**src/rtl/constants.sv**
```systemverilog
// Shared constants for the synth audio path and the I2S transmitter defaults.
package constants;

    localparam int SYNTH_WIDTH    = 24;
    localparam int I2S_SLOT_WIDTH = 24;
    localparam int I2S_SCLK_DIV   = 16;
    localparam int I2S_FIFO_DEPTH = 4;

    typedef enum {FMT_I2S, FMT_LEFT_JUSTIFIED} i2s_format_t;

    typedef enum logic {ST_IDLE, ST_STREAM} i2s_tx_state_t;

endpackage

```
**src/rtl/sample_fifo.sv**
```systemverilog
// Small synchronous FIFO; pushes while full and pops while empty are ignored.
module sample_fifo #(
    parameter int WIDTH = 48,
    parameter int DEPTH = 4
) (
    input  logic                   i_clk,
    input  logic                   i_rst,
    input  logic                   i_push,
    input  logic [WIDTH-1:0]       i_data,
    input  logic                   i_pop,
    output logic [WIDTH-1:0]       o_data,
    output logic                   o_full,
    output logic                   o_empty,
    output logic [$clog2(DEPTH):0] o_count
);

    localparam int AW = (DEPTH > 1) ? $clog2(DEPTH) : 1;
    localparam int CW = $clog2(DEPTH) + 1;
    localparam logic [CW-1:0] CNT_FULL = CW'(DEPTH);

    logic [WIDTH-1:0] r_mem [DEPTH];
    logic [AW-1:0]    r_wr_ptr;
    logic [AW-1:0]    r_rd_ptr;
    logic [CW-1:0]    r_count;
    logic             w_push;
    logic             w_pop;

    assign o_full  = (r_count == CNT_FULL);
    assign o_empty = (r_count == '0);
    assign o_count = r_count;
    assign o_data  = r_mem[r_rd_ptr];
    assign w_push  = i_push && !o_full;
    assign w_pop   = i_pop && !o_empty;

    always_ff @(posedge i_clk) begin
        if (w_push) begin
            r_mem[r_wr_ptr] <= i_data;
        end
    end

    // Pointers wrap naturally because DEPTH is a power of two.
    always_ff @(posedge i_clk) begin
        if (i_rst) begin
            r_wr_ptr <= '0;
            r_rd_ptr <= '0;
            r_count  <= '0;
        end else begin
            if (w_push) begin
                r_wr_ptr <= r_wr_ptr + 1'b1;
            end
            if (w_pop) begin
                r_rd_ptr <= r_rd_ptr + 1'b1;
            end
            case ({w_push, w_pop})
                2'b10:   r_count <= r_count + 1'b1;
                2'b01:   r_count <= r_count - 1'b1;
                default: r_count <= r_count;
            endcase
        end
    end

endmodule

```
**src/rtl/i2s_stream_tx.sv**
```systemverilog
// Stereo I2S / left-justified transmitter: pair FIFO, SCLK/LRCK counters, MSB-first serialiser.
//
// state     | meaning
// ST_IDLE   | clocks run, frames silent, underrun not reported
// ST_STREAM | frames loaded from FIFO; empty FIFO at a frame start pulses underrun
module i2s_stream_tx
    import constants::*;
#(
    parameter int          SAMPLE_WIDTH = SYNTH_WIDTH,
    parameter int          SLOT_WIDTH   = I2S_SLOT_WIDTH,
    parameter int          SCLK_DIV     = I2S_SCLK_DIV,
    parameter int          FIFO_DEPTH   = I2S_FIFO_DEPTH,
    parameter i2s_format_t FORMAT       = FMT_I2S
) (
    input  logic                    clk_in,
    input  logic                    rst_in,
    input  logic                    valid_in,
    output logic                    ready_out,
    input  logic [SAMPLE_WIDTH-1:0] left_in,
    input  logic [SAMPLE_WIDTH-1:0] right_in,
    output logic                    mclk_out,
    output logic                    sclk_out,
    output logic                    lrck_out,
    output logic                    sdin_out,
    output logic                    underrun_out
);

    localparam int DW    = $clog2(SCLK_DIV);
    localparam int BW    = $clog2(2 * SLOT_WIDTH);
    localparam int FW    = 2 * SAMPLE_WIDTH;
    localparam int CW    = $clog2(FIFO_DEPTH) + 1;
    localparam int DELAY = (FORMAT == FMT_I2S) ? 1 : 0;
    localparam bit SPILL = (DELAY == 1) && (SAMPLE_WIDTH == SLOT_WIDTH);
    localparam logic [DW-1:0] DIV_LAST = DW'(SCLK_DIV - 1);
    localparam logic [DW-1:0] DIV_HALF = DW'(SCLK_DIV / 2 - 1);
    localparam logic [BW-1:0] BIT_LAST = BW'(2 * SLOT_WIDTH - 1);

    i2s_tx_state_t r_state;
    i2s_tx_state_t w_state_nxt;

    logic [DW-1:0]           r_div_cnt;
    logic [BW-1:0]           r_bit_cnt;
    logic [FW-1:0]           r_frame;
    logic                    r_sclk;
    logic                    r_lrck;
    logic                    r_sdin;
    logic                    r_underrun;

    logic                    w_tick;
    logic                    w_boundary;
    logic                    w_push;
    logic                    w_pop;
    logic                    w_underrun;
    logic [BW-1:0]           w_bit_nxt;
    logic [FW-1:0]           w_frame_nxt;
    logic                    w_right;
    logic                    w_sdin_nxt;
    logic [SAMPLE_WIDTH-1:0] w_smp;
    logic [SAMPLE_WIDTH-1:0] w_shift;
    int                      w_pos;
    int                      w_d;

    logic [FW-1:0]           w_fifo_dout;
    logic                    w_fifo_full;
    logic                    w_fifo_empty;
    logic [CW-1:0]           w_fifo_count;

    assign mclk_out     = clk_in;
    assign sclk_out     = r_sclk;
    assign lrck_out     = r_lrck;
    assign sdin_out     = r_sdin;
    assign underrun_out = r_underrun;

    assign w_tick     = (r_div_cnt == DIV_LAST);
    assign w_boundary = w_tick && (r_bit_cnt == BIT_LAST);
    assign ready_out  = !rst_in && !w_fifo_full;
    assign w_push     = valid_in && ready_out;
    assign w_pop      = w_boundary && !w_fifo_empty;

    sample_fifo #(
        .WIDTH (FW),
        .DEPTH (FIFO_DEPTH)
    ) u_fifo (
        .i_clk   (clk_in),
        .i_rst   (rst_in),
        .i_push  (w_push),
        .i_data  ({left_in, right_in}),
        .i_pop   (w_pop),
        .o_data  (w_fifo_dout),
        .o_full  (w_fifo_full),
        .o_empty (w_fifo_empty),
        .o_count (w_fifo_count)
    );

    always_ff @(posedge clk_in) begin
        if (rst_in) begin
            r_state <= ST_IDLE;
        end else begin
            r_state <= w_state_nxt;
        end
    end

    always_comb begin
        w_state_nxt = r_state;
        w_underrun  = 1'b0;
        if (w_boundary) begin
            if (w_fifo_count != '0) begin
                w_state_nxt = ST_STREAM;
            end else if (r_state == ST_STREAM) begin
                w_underrun = 1'b1;
            end
        end
    end

    // Everything below describes the bit that goes out after the next tick.
    always_comb begin
        w_frame_nxt = r_frame;
        if (w_boundary) begin
            w_frame_nxt = w_pop ? w_fifo_dout : '0;
        end
        w_bit_nxt = w_boundary ? '0 : r_bit_cnt + 1'b1;
    end

    always_comb begin
        w_pos      = int'(w_bit_nxt);
        w_right    = (w_pos >= SLOT_WIDTH);
        if (w_right) begin
            w_pos = w_pos - SLOT_WIDTH;
        end
        w_d        = w_pos - DELAY;
        w_smp      = w_right ? w_frame_nxt[SAMPLE_WIDTH-1:0] : w_frame_nxt[FW-1:SAMPLE_WIDTH];
        w_shift    = '0;
        w_sdin_nxt = 1'b0;
        if (w_d >= 0 && w_d < SAMPLE_WIDTH) begin
            w_shift    = w_smp >> (SAMPLE_WIDTH - 1 - w_d);
            w_sdin_nxt = w_shift[0];
        end else if (SPILL && w_pos == 0) begin
            // Delayed LSB of the half-frame just finished: right LSB of the old frame, or left LSB of this one.
            w_sdin_nxt = w_right ? r_frame[SAMPLE_WIDTH] : r_frame[0];
        end
    end

    always_ff @(posedge clk_in) begin
        if (rst_in) begin
            r_div_cnt  <= '0;
            r_bit_cnt  <= '0;
            r_frame    <= '0;
            r_sclk     <= 1'b0;
            r_lrck     <= 1'b0;
            r_sdin     <= 1'b0;
            r_underrun <= 1'b0;
        end else begin
            r_div_cnt  <= w_tick ? '0 : r_div_cnt + 1'b1;
            r_underrun <= w_underrun;
            if (r_div_cnt == DIV_HALF) begin
                r_sclk <= 1'b1;
            end
            if (w_tick) begin
                r_sclk    <= 1'b0;
                r_bit_cnt <= w_bit_nxt;
                r_frame   <= w_frame_nxt;
                r_lrck    <= w_right;
                r_sdin    <= w_sdin_nxt;
            end
        end
    end

endmodule

```
**config.mk**
```make
export PLATFORM = sky130hd
export DESIGN_NAME = i2s_stream_tx
export DESIGN_NICKNAME = d
export VERILOG_FILES = /design/src/rtl/constants.sv /design/src/rtl/sample_fifo.sv /design/src/rtl/i2s_stream_tx.sv
export SDC_FILE = /design/constraint.sdc
export NUM_CORES = 1
export LEC_CHECK = 0
export CELL_PAD_IN_SITES_DETAIL_PLACEMENT = 0
export CELL_PAD_IN_SITES_GLOBAL_PLACEMENT = 2
export CORE_MARGIN = 8
export CORE_UTILIZATION = 40
export CTS_CLUSTER_DIAMETER = 200
export DETAILED_ROUTE_END_ITERATION = 10
export PLACE_DENSITY = 0.73
export SYNTH_ARGS = -nofsm -noshare
export SYNTH_HDL_FRONTEND = slang
export SYNTH_HIERARCHICAL = 1
export SYNTH_SLANG_ARGS = --single-unit
```
**constraint.sdc**
```tcl
create_clock -name clk_in -period 14.45 [get_ports clk_in]
set_input_delay 1.445 -clock clk_in [delete_from_list [all_inputs] [get_ports clk_in]]
set_output_delay 1.445 -clock clk_in [all_outputs]
set_load 0.02 [all_outputs]
```
==> results of run 1 <==
==> synthesized netlist by cell type (3+ instances only) <==
| master | count |
|---|---|
| a211oi_1 | 4 |
| a21oi_1 | 71 |
| a22oi_1 | 3 |
| a31oi_1 | 4 |
| and2_1 | 7 |
| and3_1 | 3 |
| buf_1 | 5 |
| buf_2 | 10 |
| buf_4 | 3 |
| buf_6 | 5 |
| clkbuf_1 | 32 |
| dfxtp_1 | 72 |
| edfxtp_1 | 192 |
| ha_1 | 20 |
| inv_1 | 17 |
| mux2_2 | 5 |
| mux2i_1 | 17 |
| mux4_2 | 49 |
| nand2_1 | 30 |
| nand2b_1 | 8 |
| nand3_1 | 8 |
| nand4_1 | 8 |
| nand4b_1 | 3 |
| nor2_1 | 76 |
| nor2b_1 | 6 |
| nor3_1 | 9 |
| nor3b_1 | 44 |
| o21ai_0 | 16 |
| o31ai_1 | 3 |
| o32ai_1 | 6 |
| or3_1 | 8 |
| or4_1 | 3 |
| xnor2_1 | 7 |
| xor2_1 | 10 |
==> kinds of logic (layout without fill, tap and decap cells) <==
family,Yosys count,count (layout),synth area share (%)
flip-flops,264,264,63.6
AND/OR/NAND/NOR,224,224,10.6
AO/OA/AOI/OAI,131,131,7.18
multiplexers,72,72,12.0
buffers and inverters,72,138,2.93
adder cells (fa/ha/maj),21,21,2.39
XOR/XNOR,17,17,1.31
==> layout make-up <==
type	count	area (um2)
fill	2420	14700
clock buffer	41	841
inverter	17	63.8
sequential	264	7210
multi-input combinational	465	3810
timing repair buffer	65	621
tap	378	473
clock inverter	15	169
==> per-layer routing <==
layer	wire length [um]	vias to the layer above
li1	-	3162
met1	10400	3328
met2	12200	127
met3	934	35
met4	482	0
met5	0	-
==> state kept, by name (all words and copies together) (netlist names), named ones only <==
register / cells
u_fifo/r_mem: 192
r_frame: 48
r_bit_cnt: 6
r_div_cnt: 4
u_fifo/o_count: 3
u_fifo/r_rd_ptr: 2
u_fifo/r_wr_ptr: 2
lrck_out: 1
r_state: 1
sclk_out: 1
sdin_out: 1
underrun_out: 1
==> stage by stage <==
stage          instances  util, %
6_report            1245     47.3
3_3_place_gp        1190     43.8
2_1_floorplan        801        -
4_1_cts             1245     47.3
5_1_grt             1245     47.3
3_5_place_dp        1190     43.8
==> power groups by stage <==
stage	Clock, W	Combinational [W]	Sequential [W]
3_5_place_dp	0.00000929	0.0000534	0.000845
3_3_place_gp	0.00000929	0.0000513	0.000844
5_1_grt	0.000815	0.0000573	0.000829
2_1_floorplan	0.00000809	0.0000239	0.000844
6_report	0.000766	0.0000520	0.000829
4_1_cts	0.000786	0.0000537	0.000829
==> worst max-delay path by stage <==
stage                 from  endpoint  slack, ns  cells after the start
global placement    clk_in  mclk_out       5.27                      1
CTS                 clk_in  mclk_out       5.00                      3
detailed placement  clk_in  mclk_out       5.27                      1
global route        clk_in  mclk_out       4.99                      3
floorplan           clk_in  mclk_out       5.65                      1
finish              clk_in  mclk_out       5.01                      3
==> tightest hold or removal path: stages, from the launching register on <==
cell	delay, ns
dfxtp_1	0.31
nand2_1	0.05
a21oi_1	0.05
==> flow_summary.json, run 1 <==
{
  "timing.slew.headroom_pct": 44.7,
  "rr_worst_depth": 18,
  "synth_cells": 801,
  "final_cell_mix": "edfxtp_1, nor2_1, a21oi_1",
  "seqPwrFrac_pct": 50.3,
  "grt_pass1_wl_um": 38000,
  "port_buffers": 56,
  "skew_ns": 0.0178,
  "hold_path_end": "r_frame[8]",
  "setup-tns-final_ns": 0,
  "crit_buf_inv": 3,
  "fp.dieH_um": 184,
  "rsz0062_at_grt": "false",
  "drtPass1Iterations": 5,
  "layout-drive-gt1-share_pct": 13.4,
  "tritoncts": "done",
  "async_reset_ff_share_pct": 0,
  "grt_usage_pct": 14.3,
  "synth_top_area_share_pct": 50.9,
  "path_clk_slew_ns": 0.06,
  "routed_wl_um": 24000,
  "slew_violations": 0,
  "drt-wirelength-per-cell_um": 19.3,
  "irDropWorstVdd_uv": 115,
  "worstSetupPathType": "clk -> out",
  "power.density_nw_per_um2": 125,
  "r2r_slack_ns": 8.98,
  "hp-start": "r_frame[8]",
  "status": "complete, no violations",
  "nNetsFinal": 917,
  "synth_seq_area_share_pct": 63.6,
  "timing.rr.end": "sdin_out",
  "synth_warnings": 6,
  "hold-path-cell-count": 2,
  "drc": 0,
  "placed_area_um2": 12200,
  "finalWorstSetupSlack_ns": 5.01,
  "grt_busiest_layer": "met2",
  "synth_area_leaders": "edfxtp_1, dfxtp_1, mux4_2, a21oi_1, nor3b_1",
  "cp.required_ns": 13.01,
  "setup_violations": 0,
  "cts_hold_buffers": 0,
  "clk_latency_ns": 0.65,
  "p_comb_share_pct": 3.2,
  "whs_ns": 0.461,
  "tightest_slew_ns": 0.826,
  "critPathLaunchType": "clock port",
  "syn_area_um2": 11300,
  "arrival_ns": 8.00,
  "path_max_fanout": 2,
  "globalRouteMet1Util_pct": 17.8,
  "die_w_um": 184,
  "fin_area_um2": 13200,
  "slowest_delay_ns": 0.53,
  "met3_usage_pct": 2.52,
  "dp_hpwl_um": 14900,
  "switchingPower_w": 0.000322,
  "ant_nets": 0,
  "place_ws_ns": 5.27,
  "layout_commonest_cell": "edfxtp_1",
  "drt_iter0_drc": 435,
  "slowest_stage": "clkdlybuf4s50_1",
  "use_met2_pct": 24.8,
  "vias": 6652,
  "grt_max_degree": 72,
  "internal-power_w": 0.00132,
  "switching_share_pct": 19.5,
  "ys_ff_latch": 264,
  "cp-end-kind": "output port",
  "min_path_type": "reg -> reg",
  "power.total_w": 0.00165,
  "syn_avg_cell_area_um2": 14.1,
  "initial_core_util_pct": 40.7,
  "die_area_um2": 34000,
  "hold_viol": 0,
  "num_rows": 61,
  "avgViaCountPerCell": 5.34,
  "grt_overflow": 0,
  "cpMostUsedCell": "clkbuf_16",
  "cts_resized": 0,
  "io_pins": 57,
  "synth_nets": 873,
  "grt_antenna_before_repair": 0,
  "synth_edf_count": 192,
  "antennaDiodeCount": 0,
  "place.gp.congestion": 0.790,
  "cp_cell_sequence": "clkbuf_16 > clkbuf_16 > clkdlybuf4s50_1",
  "cts_setup_buffers": 0,
  "cap_violations": 0,
  "clockPowerShare_pct": 46.5,
  "core_um2": 27900,
  "synth_flop_cell": "edfxtp_1",
  "critPathTopFamily": "buffers and inverters",
  "yosysTopAreaCell": "edfxtp_1",
  "p_leak_nw": 4.15,
  "grt_pass1_vias": 6952,
  "yosys.cell_types.count": 64,
  "r2r-start": "r_bit_cnt[0]",
  "area_growth_pct": 16.4
}
No activity file was read; power rests on OpenSTA's default activity.
==> run 2: changes to the inputs <==
Settings changed: CORE_UTILIZATION 40 to 39, PLACE_DENSITY 0.73 to 0.74.
Clock period 14.45 ns to 7.85 ns, I/O delays scaled along.
==> run 2 against run 1 <==
Net effect: die area up 2.3%; worst hold slack better by 0.0021 ns; global-route usage fell by 0.78 points; sequential share of layout area down 0.12 points; first-iteration DRC count rose by 5.1%; core utilization down 1.2 points; clock-buffer cell count is 6 lower; clock skew up 0.017 ns; routed wire length increased by 0.63%.
==> flow_summary.json, run 2 (synthesized netlist as in run 1, its figures left out) <==
{
  "status": "complete, no violations",
  "tightest_slew_ns": 0.819,
  "hold_viol": 0,
  "p_leak_nw": 4.17,
  "skew_ns": 0.0350,
  "avgViaCountPerCell": 5.31,
  "hp-start": "r_frame[32]",
  "path_max_fanout": 37,
  "initial_core_util_pct": 39.6,
  "clk_latency_ns": 0.68,
  "grt_pass1_wl_um": 38200,
  "whs_ns": 0.463,
  "area_growth_pct": 16.7,
  "io_pins": 57,
  "num_rows": 62,
  "drt-wirelength-per-cell_um": 19.3,
  "fin_util_pct": 46.2,
  "post-route-min-period_ns": 5.56,
  "setup-tns-final_ns": 0,
  "worstSetupPathType": "reg -> reg",
  "ant_nets": 0,
  "final_cell_mix": "edfxtp_1, nor2_1, a21oi_1",
  "tritoncts": "done",
  "cts_resized": 0,
  "irDropWorstVdd_uv": 179,
  "layout_commonest_cell": "edfxtp_1",
  "path_clk_slew_ns": 0.06,
  "antennaDiodeCount": 0,
  "vias": 6653,
  "switching_share_pct": 20.9,
  "timing.slew.headroom_pct": 45.4,
  "port_buffers": 56,
  "grt_overflow": 0,
  "cap_violations": 0,
  "clockPowerShare_pct": 46.6,
  "min_path_type": "reg -> reg",
  "drt_iter0_drc": 457,
  "cp.required_ns": 8.41,
  "cts_setup_buffers": 0,
  "nNetsFinal": 918,
  "critPathLaunchType": "flip-flop",
  "grt_antenna_before_repair": 0,
  "grt_usage_pct": 13.5,
  "seqPwrFrac_pct": 50.3,
  "core_um2": 28600,
  "top_regs": "u_fifo/r_mem: 192 flops, r_frame: 48 flops, r_bit_cnt: 6 flops",
  "fp.dieH_um": 186,
  "power.total_w": 0.00303,
  "rr_worst_depth": 18,
  "hold_path_end": "r_frame[32]",
  "power.density_nw_per_um2": 229,
  "slew_violations": 0,
  "top_register": "u_fifo/r_mem",
  "r2r-start": "r_bit_cnt[0]",
  "routed_wl_um": 24200,
  "cp-end-kind": "flip-flop",
  "timing.rr.end": "sdin_out",
  "cts_hold_buffers": 0,
  "r2r_slack_ns": 2.29,
  "largest_register_ffs": 192,
  "min_period_over_period_pct": 70.8,
  "rsz0062_at_grt": "false",
  "hold-path-cell-count": 2,
  "arrival_ns": 6.12,
  "internal-power_w": 0.00240,
  "p_comb_share_pct": 3.1,
  "switchingPower_w": 0.000633,
  "die_area_um2": 34800,
  "dp_hpwl_um": 15100,
  "place.gp.congestion": 0.802,
  "grt_pass1_vias": 6823,
  "drc": 0,
  "die_w_um": 186,
  "drtPass1Iterations": 5,
  "setup_violations": 0,
  "layout-drive-gt1-share_pct": 14.3,
  "max_clock_freq_mhz": 180,
  "grt_max_degree": 71
}
## run 2: cell types whose count changed in the layout (fill, tap and decap cells not counted)
| cell | change |
|---|---|
| buf_4 | +1 |
| bufinv_16 | -1 |
| clkbuf_1 | -5 |
| clkbuf_16 | -1 |
| clkinv_1 | -2 |
| clkinv_16 | +1 |
| clkinv_2 | +3 |
| clkinv_4 | +1 |
| clkinvlp_2 | -1 |
| clkinvlp_4 | +2 |
| inv_6 | +1 |
| inv_8 | +2 |
## run 2: cell type report
| class | count | area [um2] |
|---|---|---|
| clock inverters | 21 | 226 |
| fillers | 2504 | 15400 |
| inverters | 17 | 63.8 |
| well taps | 384 | 480 |
| flip-flops and latches | 264 | 7210 |
| repair buffers | 66 | 628 |
| clock buffers | 35 | 797 |
| multi-input cells | 465 | 3810 |
## run 2: stage by stage
stage / setup WS [ns] / cell area (um2) / std cells
after CTS: 2.35 / 13200 / 1252
after detailed placement: 2.39 / 12200 / 1197
after global routing: 1.85 / 13200 / 1252
after floorplan: 2.78 / 11300 / 801
after global placement: 2.58 / 12200 / 1197
final: 2.29 / 13200 / 1252
## run 2: power by group through the flow
| stage | combinational [W] | sequential [W] | clock (W) |
|---|---|---|---|
| global route | 0.000105 | 0.00153 | 0.00151 |
| global placement | 0.0000951 | 0.00155 | 0.0000171 |
| detailed placement | 0.0000984 | 0.00155 | 0.0000171 |
| floorplan | 0.0000440 | 0.00155 | 0.0000149 |
| finish | 0.0000952 | 0.00152 | 0.00141 |
| CTS | 0.0000987 | 0.00152 | 0.00145 |
## run 2: worst max-delay path, stage by stage, from the launching register on
cell and delay [ns]:
dfxtp_1 0.85, ha_1 0.45, and4b_1 0.41, nand3_4 0.40, nand2_1 0.19, ha_1 0.33, o31ai_4 0.11, buf_4 0.28
a211oi_2 0.46, nand2_1 0.19, ha_1 0.33, nor3_1 0.23, nand2b_1 0.10, o21ai_0 0.09, o2111ai_1 0.13, nor2_1 0.12
nand4_1 0.12, or4_1 0.43, o31ai_1 0.19
## run 2: how the worst max path moves through the flow
stage            startpoint  endpoint  slack, ns  cells past startpoint
5_1_grt        r_bit_cnt[0]  sdin_out       1.85                     18
3_3_place_gp   r_bit_cnt[0]  sdin_out       2.58                     18
2_1_floorplan  r_div_cnt[0]  sdin_out       2.78                     22
3_5_place_dp   r_bit_cnt[0]  sdin_out       2.39                     18
6_report       r_bit_cnt[0]  sdin_out       2.29                     18
4_1_cts        r_bit_cnt[0]  sdin_out       2.35                     18
## run 2: per-layer routing
layer  vias to the layer above  wire length, um  GRT usage [%]
met2                       127            12000           23.1
met1                      3336            10500           17.0
met5                         -                0              0
li1                       3150                -              -
met4                         0              592           4.06
met3                        40              975           2.87
==> patch 1 (settings of run 2) <==
`I2S_SLOT_WIDTH`: 24 -> 48.
--- a/src/rtl/constants.sv
+++ b/src/rtl/constants.sv
@@ -2,7 +2,7 @@
 package constants;
 
     localparam int SYNTH_WIDTH    = 24;
-    localparam int I2S_SLOT_WIDTH = 24;
+    localparam int I2S_SLOT_WIDTH = 48;
     localparam int I2S_SCLK_DIV   = 16;
     localparam int I2S_FIFO_DEPTH = 4;
 
Formal check against the unedited RTL: no difference found for any inputs over 10 cycles, from zero or initial values and one cycle with rst_in high; that may be too few to reach the edited logic, so the function may still have changed.
==> patch 1 against run 2 <==
Count of clock-buffer cells in the layout fell by 3. Sequential cell count increased by 1. Wire length increased by 0.91%. Synthesized cell count fell by 0.50%. Area after synthesis down 0.39%. Total power grew 0.93%. Final area about the same. Worst setup slack worse by 0.53 ns. Non-clock buffer count is the same. Sequential share of layout area rose by 0.12 points. Largest cell class unchanged.
==> patch 1: results (changes against run 2) <==
stage	metric	value	unit	change
route	met1 wire length	10.6	mm	+0.29%
power_and_ir_drop	P_sw	0.000626	W	-1.1%
logic_synthesis	FFs w/ async S/R, synth	0	%	unchanged
global_routing	vias in the first global route	7023		+2.9%
logic_synthesis	top post-synthesis cells by area	edfxtp_1 (51%), dfxtp_1 (13%), mux4_2 (11%)		
sta	headroom to the max-slew limit	44.3	%	-1.1 points
setup_path	Critical Path Fanout Max	18		-51%
layout	Inserted Diodes	0		unchanged
power_and_ir_drop	P_leak	4.13	nW	-1.0%
sta	Hold Fails Final Rpt	0		unchanged
hold_path	hold path depth	2		unchanged
route	DR top layer	met4		
power_and_ir_drop	VDD IR max	0.184	mV	+3.0%
outcome	status	finished clean		
route	Routed WL	24.4	mm	+0.91%
route	met2 wire len	11.8	mm	-1.8%
logic_synthesis	sequential-to-total area share from yosys stat	64.0	%	+0.42 points
layout	# nets final	917		-0.11%
sta	Layout Skew	0.0360	ns	+0.000931 ns
route	DRT iter0 DRCs	325		-29%
cts	Reg clk slew, reported paths	0.07	ns	
placed_design	hpwl dp	15.2	mm	+0.53%
route	Via density	5.26		-1.1%
logic_synthesis	number of synthesis warnings	6		unchanged
global_routing	largest net degree at the start of global routing	75		+5.6%
global_routing	antenna violations before repair	0		unchanged
cts	post-CTS setup buffer count	0		unchanged
layout	layout cells sized above 1	15.1	%	+0.79 points
cts	CTS resizes	0		unchanged
logic_synthesis	most instantiated cells after synthesis	edfxtp_1 (192), nand2_1 (75), dfxtp_1 (73), a21oi_1 (71), mux4_2 (53)		
logic_synthesis	syn_nets	867		-0.69%
logic_synthesis	Synth cell types	59		-7.8%
global_routing	first-pass GRT wire length	38.7	mm	+1.4%
logic_synthesis	Post-synth EDFFs	192		unchanged
cts	clock latency on the worst-skew pair	0.68	ns	about the same
placed_design	I/O Buffers	56		unchanged
layout	biggest regs	u_fifo/r_mem: 192 flops, r_frame: 48 flops, r_bit_cnt: 7 flops		
hold_path	hold crit path type	flip-flop to flip-flop		
route	met3 routed WL	1.10	mm	+13%
setup_path	R2R depth	19		+1
placed_design	GP Congestion	0.779		-2.9%
route	DR pass1 iterations	5		unchanged
global_routing	Tot GR Track Use	14.6	%	+1.0 points
-- patch 1: power groups by stage --
stage                     Sequential, W  Combinational [W]  Clock (W)
after floorplan                 0.00156          0.0000464  0.0000149
after global routing            0.00153           0.000108    0.00152
after detailed placement        0.00156           0.000102  0.0000171
final                           0.00153          0.0000992    0.00143
after CTS                       0.00153           0.000101    0.00147
after global placement          0.00156          0.0000979  0.0000171
-- patch 1: final timing paths --
path	startpoint	end	slack [ns]
max	r_bit_cnt[0]	sdin_out	1.76
min reg2reg	r_frame[20]	r_frame[20]	0.45
min	r_frame[20]	r_frame[20]	0.45
max reg2reg	r_bit_cnt[0]	sdin_out	1.76
-- patch 1: kinds of logic (layout without fill, tap and decap cells) --
group                    count (synthesis)  in the layout  synth area share (%)
AO/OA/AOI/OAI                          132            132                  6.78
XOR/XNOR                                13             13                  1.13
adder cells (fa/ha/maj)                 19             19                  2.17
buffers and inverters                   67            139                  2.65
flip-flops                             265            265                  64.0
multiplexers                            72             72                  12.3
AND/OR/NAND/NOR                        229            229                  10.9
-- patch 1: worst max-delay path, stage by stage (launching register included) --
cell,delay (ns)
dfxtp_1,0.56
buf_4,0.33
ha_1,0.36
nand3_1,0.17
xor2_1,0.43
inv_1,0.21
ha_1,0.42
a311oi_1,0.31
and2_1,0.68
nand3_1,0.23
a21boi_0,0.45
nand2_1,0.10
ha_1,0.30
nor2_1,0.14
o21ai_0,0.09
nor4_1,0.52
nand3b_1,0.13
o41ai_1,0.27
o2111ai_1,0.15
o21ai_1,0.14
-- patch 1: metrics by stage --
step | area (um2) | instances | hold slack, ns | setup WS (ns)
floorplan | 11300 | 797 | 0.429 | 3.01
global placement | 12200 | 1198 | 0.436 | 2.04
detailed placement | 12200 | 1198 | 0.448 | 1.91
CTS | 13200 | 1253 | 0.456 | 1.85
global route | 13200 | 1253 | 0.475 | 1.18
finish | 13200 | 1253 | 0.454 | 1.76
-- patch 1: final cells by class --
cell class / instances / area (um2)
Clock inverter: 24 / 255
Timing Repair Buffer: 66 / 628
Sequential cell: 265 / 7230
Clock buffer: 32 / 786
Inverter: 17 / 63.8
Fill cell: 2480 / 15400
Tap cell: 384 / 480
Multi-Input combinational cell: 465 / 3780
-- patch 1: per-layer routing --
layer  vias to the layer above  global-route usage, %
met4                         0                   6.22
met5                         -                      0
met3                        45                   3.01
met1                      3249                   18.1
li1                       3143                      -
met2                       151                   24.4
==> patch 2 (config.mk and constraints of run 2) <==
Made on the original files. Reset style: asynchronous (`i_rst` and `rst_in`), changed in 3 clocked blocks.
--- a/src/rtl/sample_fifo.sv
+++ b/src/rtl/sample_fifo.sv
@@ -39,7 +39,7 @@
     end
 
     // Pointers wrap naturally because DEPTH is a power of two.
-    always_ff @(posedge i_clk) begin
+    always_ff @(posedge i_clk or posedge i_rst) begin
         if (i_rst) begin
             r_wr_ptr <= '0;
             r_rd_ptr <= '0;
--- a/src/rtl/i2s_stream_tx.sv
+++ b/src/rtl/i2s_stream_tx.sv
@@ -92,7 +92,7 @@
         .o_count (w_fifo_count)
     );
 
-    always_ff @(posedge clk_in) begin
+    always_ff @(posedge clk_in or posedge rst_in) begin
         if (rst_in) begin
             r_state <= ST_IDLE;
         end else begin
@@ -140,7 +140,7 @@
         end
     end
 
-    always_ff @(posedge clk_in) begin
+    always_ff @(posedge clk_in or posedge rst_in) begin
         if (rst_in) begin
             r_div_cnt  <= '0;
             r_bit_cnt  <= '0;
Formal check against the unedited RTL: differs if rst_in is asserted again (counterexample within 10 cycles, from zero or initial values and one cycle with rst_in high); with rst_in held inactive, the same outputs for 10 cycles.
==> patch 2 against run 2 <==
Final area rose by 3.2%. Wire length rose by 4.8%. Global-route usage grew 0.63 points. Worst setup slack lost 0.39 ns. Sequential cell count shrank 2. Area after synthesis is 5.3% higher. Highest routed layer unchanged.
Power is not compared: it rests on default switching activity, and its combinational part moved more than twofold at a synthesized area within 25%.
==> patch 2: results (changes against run 2) <==
stage	metric	value	unit	change
hold_path	hold crit path type	flip-flop to flip-flop		
placed_design	DP Area	12800	um2	+4.6%
cts	CTS resizes	0		unchanged
placed_design	GP Congestion	0.764		-4.8%
cts	clock latency on the worst-skew pair	0.65	ns	-0.03 ns
placed_design	hpwl dp	15.9	mm	+5.3%
setup_path	CP Data Arrival Time	6.48	ns	+0.36 ns
logic_synthesis	syn_nets	878		+0.57%
logic_synthesis	Synth Area in Adders	2.27	%	-0.12 points
route	DR pass1 iterations	4		-1
placed_design	DP Worst Slack	1.95	ns	-0.443 ns
global_routing	met3 Track Usage GR	2.21	%	-0.66 points
logic_synthesis	Compound-Gate Fraction of Synth Area	5.79	%	-1.4 points
layout	post-route cell area	13600	um2	+3.2%
cts	Reg clk slew, reported paths	0.06	ns	about the same
global_routing	Tot GR Track Use	14.1	%	+0.63 points
route	Routed wire per std cell	19.9	um	+2.9%
placed_design	I/O Buffers	56		unchanged
setup_path	origin of the worst setup path	r_bit_cnt[1]		
layout	fillers	2697		+7.7%
global_routing	met1 global-route usage	19.6	%	+2.6 points
setup_path	crit path max-delay cell type	dfrtp_1		
logic_synthesis	Post-Synth XOR/XNOR Area	1.55	%	+0.24 points
setup_path	cell family with most CP delay	compound AO/OA/AOI/OAI gates		
sta	Layout Skew	0.0141	ns	-0.0210 ns
outcome	status	finished clean		
logic_synthesis	top post-synthesis cells by area	edfxtp_1 (48%), dfrtp_1 (15%), mux4_2 (10%)		
setup_path	Max stage delay on crit path	0.51	ns	-0.34 ns
logic_synthesis	Synth cell types	81		+27%
logic_synthesis	sequential-to-total area share from yosys stat	63.0	%	-0.59 points
global_routing	vias in the first global route	7074		+3.7%
setup_path	Critical Path Fanout Max	23		-38%
logic_synthesis	FFs w/ async S/R, synth	26.7	%	+27 points
sta	headroom to the max-slew limit	18.8	%	-27 points
route	DR vias	6790		+2.1%
logic_synthesis	most instantiated cells after synthesis	edfxtp_1 (192), nand2_1 (113), dfrtp_1 (70), mux4_2 (54), nand3b_1 (36)		
layout	layout cells sized above 1	15.6	%	+1.3 points
logic_synthesis	post-synthesis mux area share	12.2	%	+0.26 points
layout	# nets final	930		+1.3%
layout	biggest regs	u_fifo/r_mem: 192 flops, r_frame: 48 flops, r_bit_cnt: 6 flops		
hold_path	min-delay src	r_frame[43]		
cts	post-CTS setup buffer count	0		unchanged
global_routing	met2 Use GR	22.4	%	-0.64 points
global_routing	first-pass GRT wire length	40.6	mm	+6.2%
global_routing	largest net degree at the start of global routing	71		unchanged
power_and_ir_drop	P_leak	5.02	nW	
route	DRT iter0 DRCs	395		-14%
## patch 2: area by class of cell
cell class                 count  share of cell area (%)
sequential                   262                    55.1
inverter                      20                   0.550
tap                          396                    3.63
clock inverter                 7                   0.293
multi-input combinational    474                    29.4
timing repair buffer          69                    4.81
clock buffer                  47                    6.16
## patch 2: final timing paths
| path | end | slack, ns | cells past startpoint |
|---|---|---|---|
| setup / recovery | sdin_out | 1.90 | 18 |
| hold / removal | r_frame[43] | 0.46 | 2 |
| setup reg to reg | sdin_out | 1.90 | 18 |
| hold reg to reg | r_frame[43] | 0.46 | 2 |
| max in group asynchronous | r_frame[23] | 6.50 | 3 |
| min in group asynchronous | u_fifo/o_count[0] | 0.47 | 2 |
## patch 2: metal layers
layer | wire length [um] | up-vias
met5 | 0 | -
met4 | 488 | 0
met3 | 906 | 31
met2 | 11900 | 120
met1 | 12000 | 3447
li1 | - | 3192
## patch 2: cells by family after synthesis
group / count (synthesis)
buffers and inverters: 70
flip-flops: 262
AND/OR/NAND/NOR: 263
AO/OA/AOI/OAI: 96
XOR/XNOR: 17
adder cells (fa/ha/maj): 21
multiplexers: 77
## patch 2: metrics by stage
step / power, W / std cells
after floorplan: 0.00187 / 806
after global placement: 0.00198 / 1222
after detailed placement: 0.00199 / 1222
after CTS: 0.00324 / 1275
after global routing: 0.00332 / 1275
final: 0.00319 / 1275
## patch 2: power groups by stage
stage	Sequential (W)	Clock, W	Combinational [W]
after floorplan	0.00168	0.0000149	0.000173
after global placement	0.00168	0.0000171	0.000282
after detailed placement	0.00169	0.0000171	0.000286
after CTS	0.00166	0.00129	0.000287
after global routing	0.00167	0.00135	0.000308
final	0.00166	0.00126	0.000276
## patch 2: worst min-delay path, stage by stage, from the launching register on
cell     delay, ns
dfrtp_1       0.34
nand2_1       0.05
nand2_1       0.05
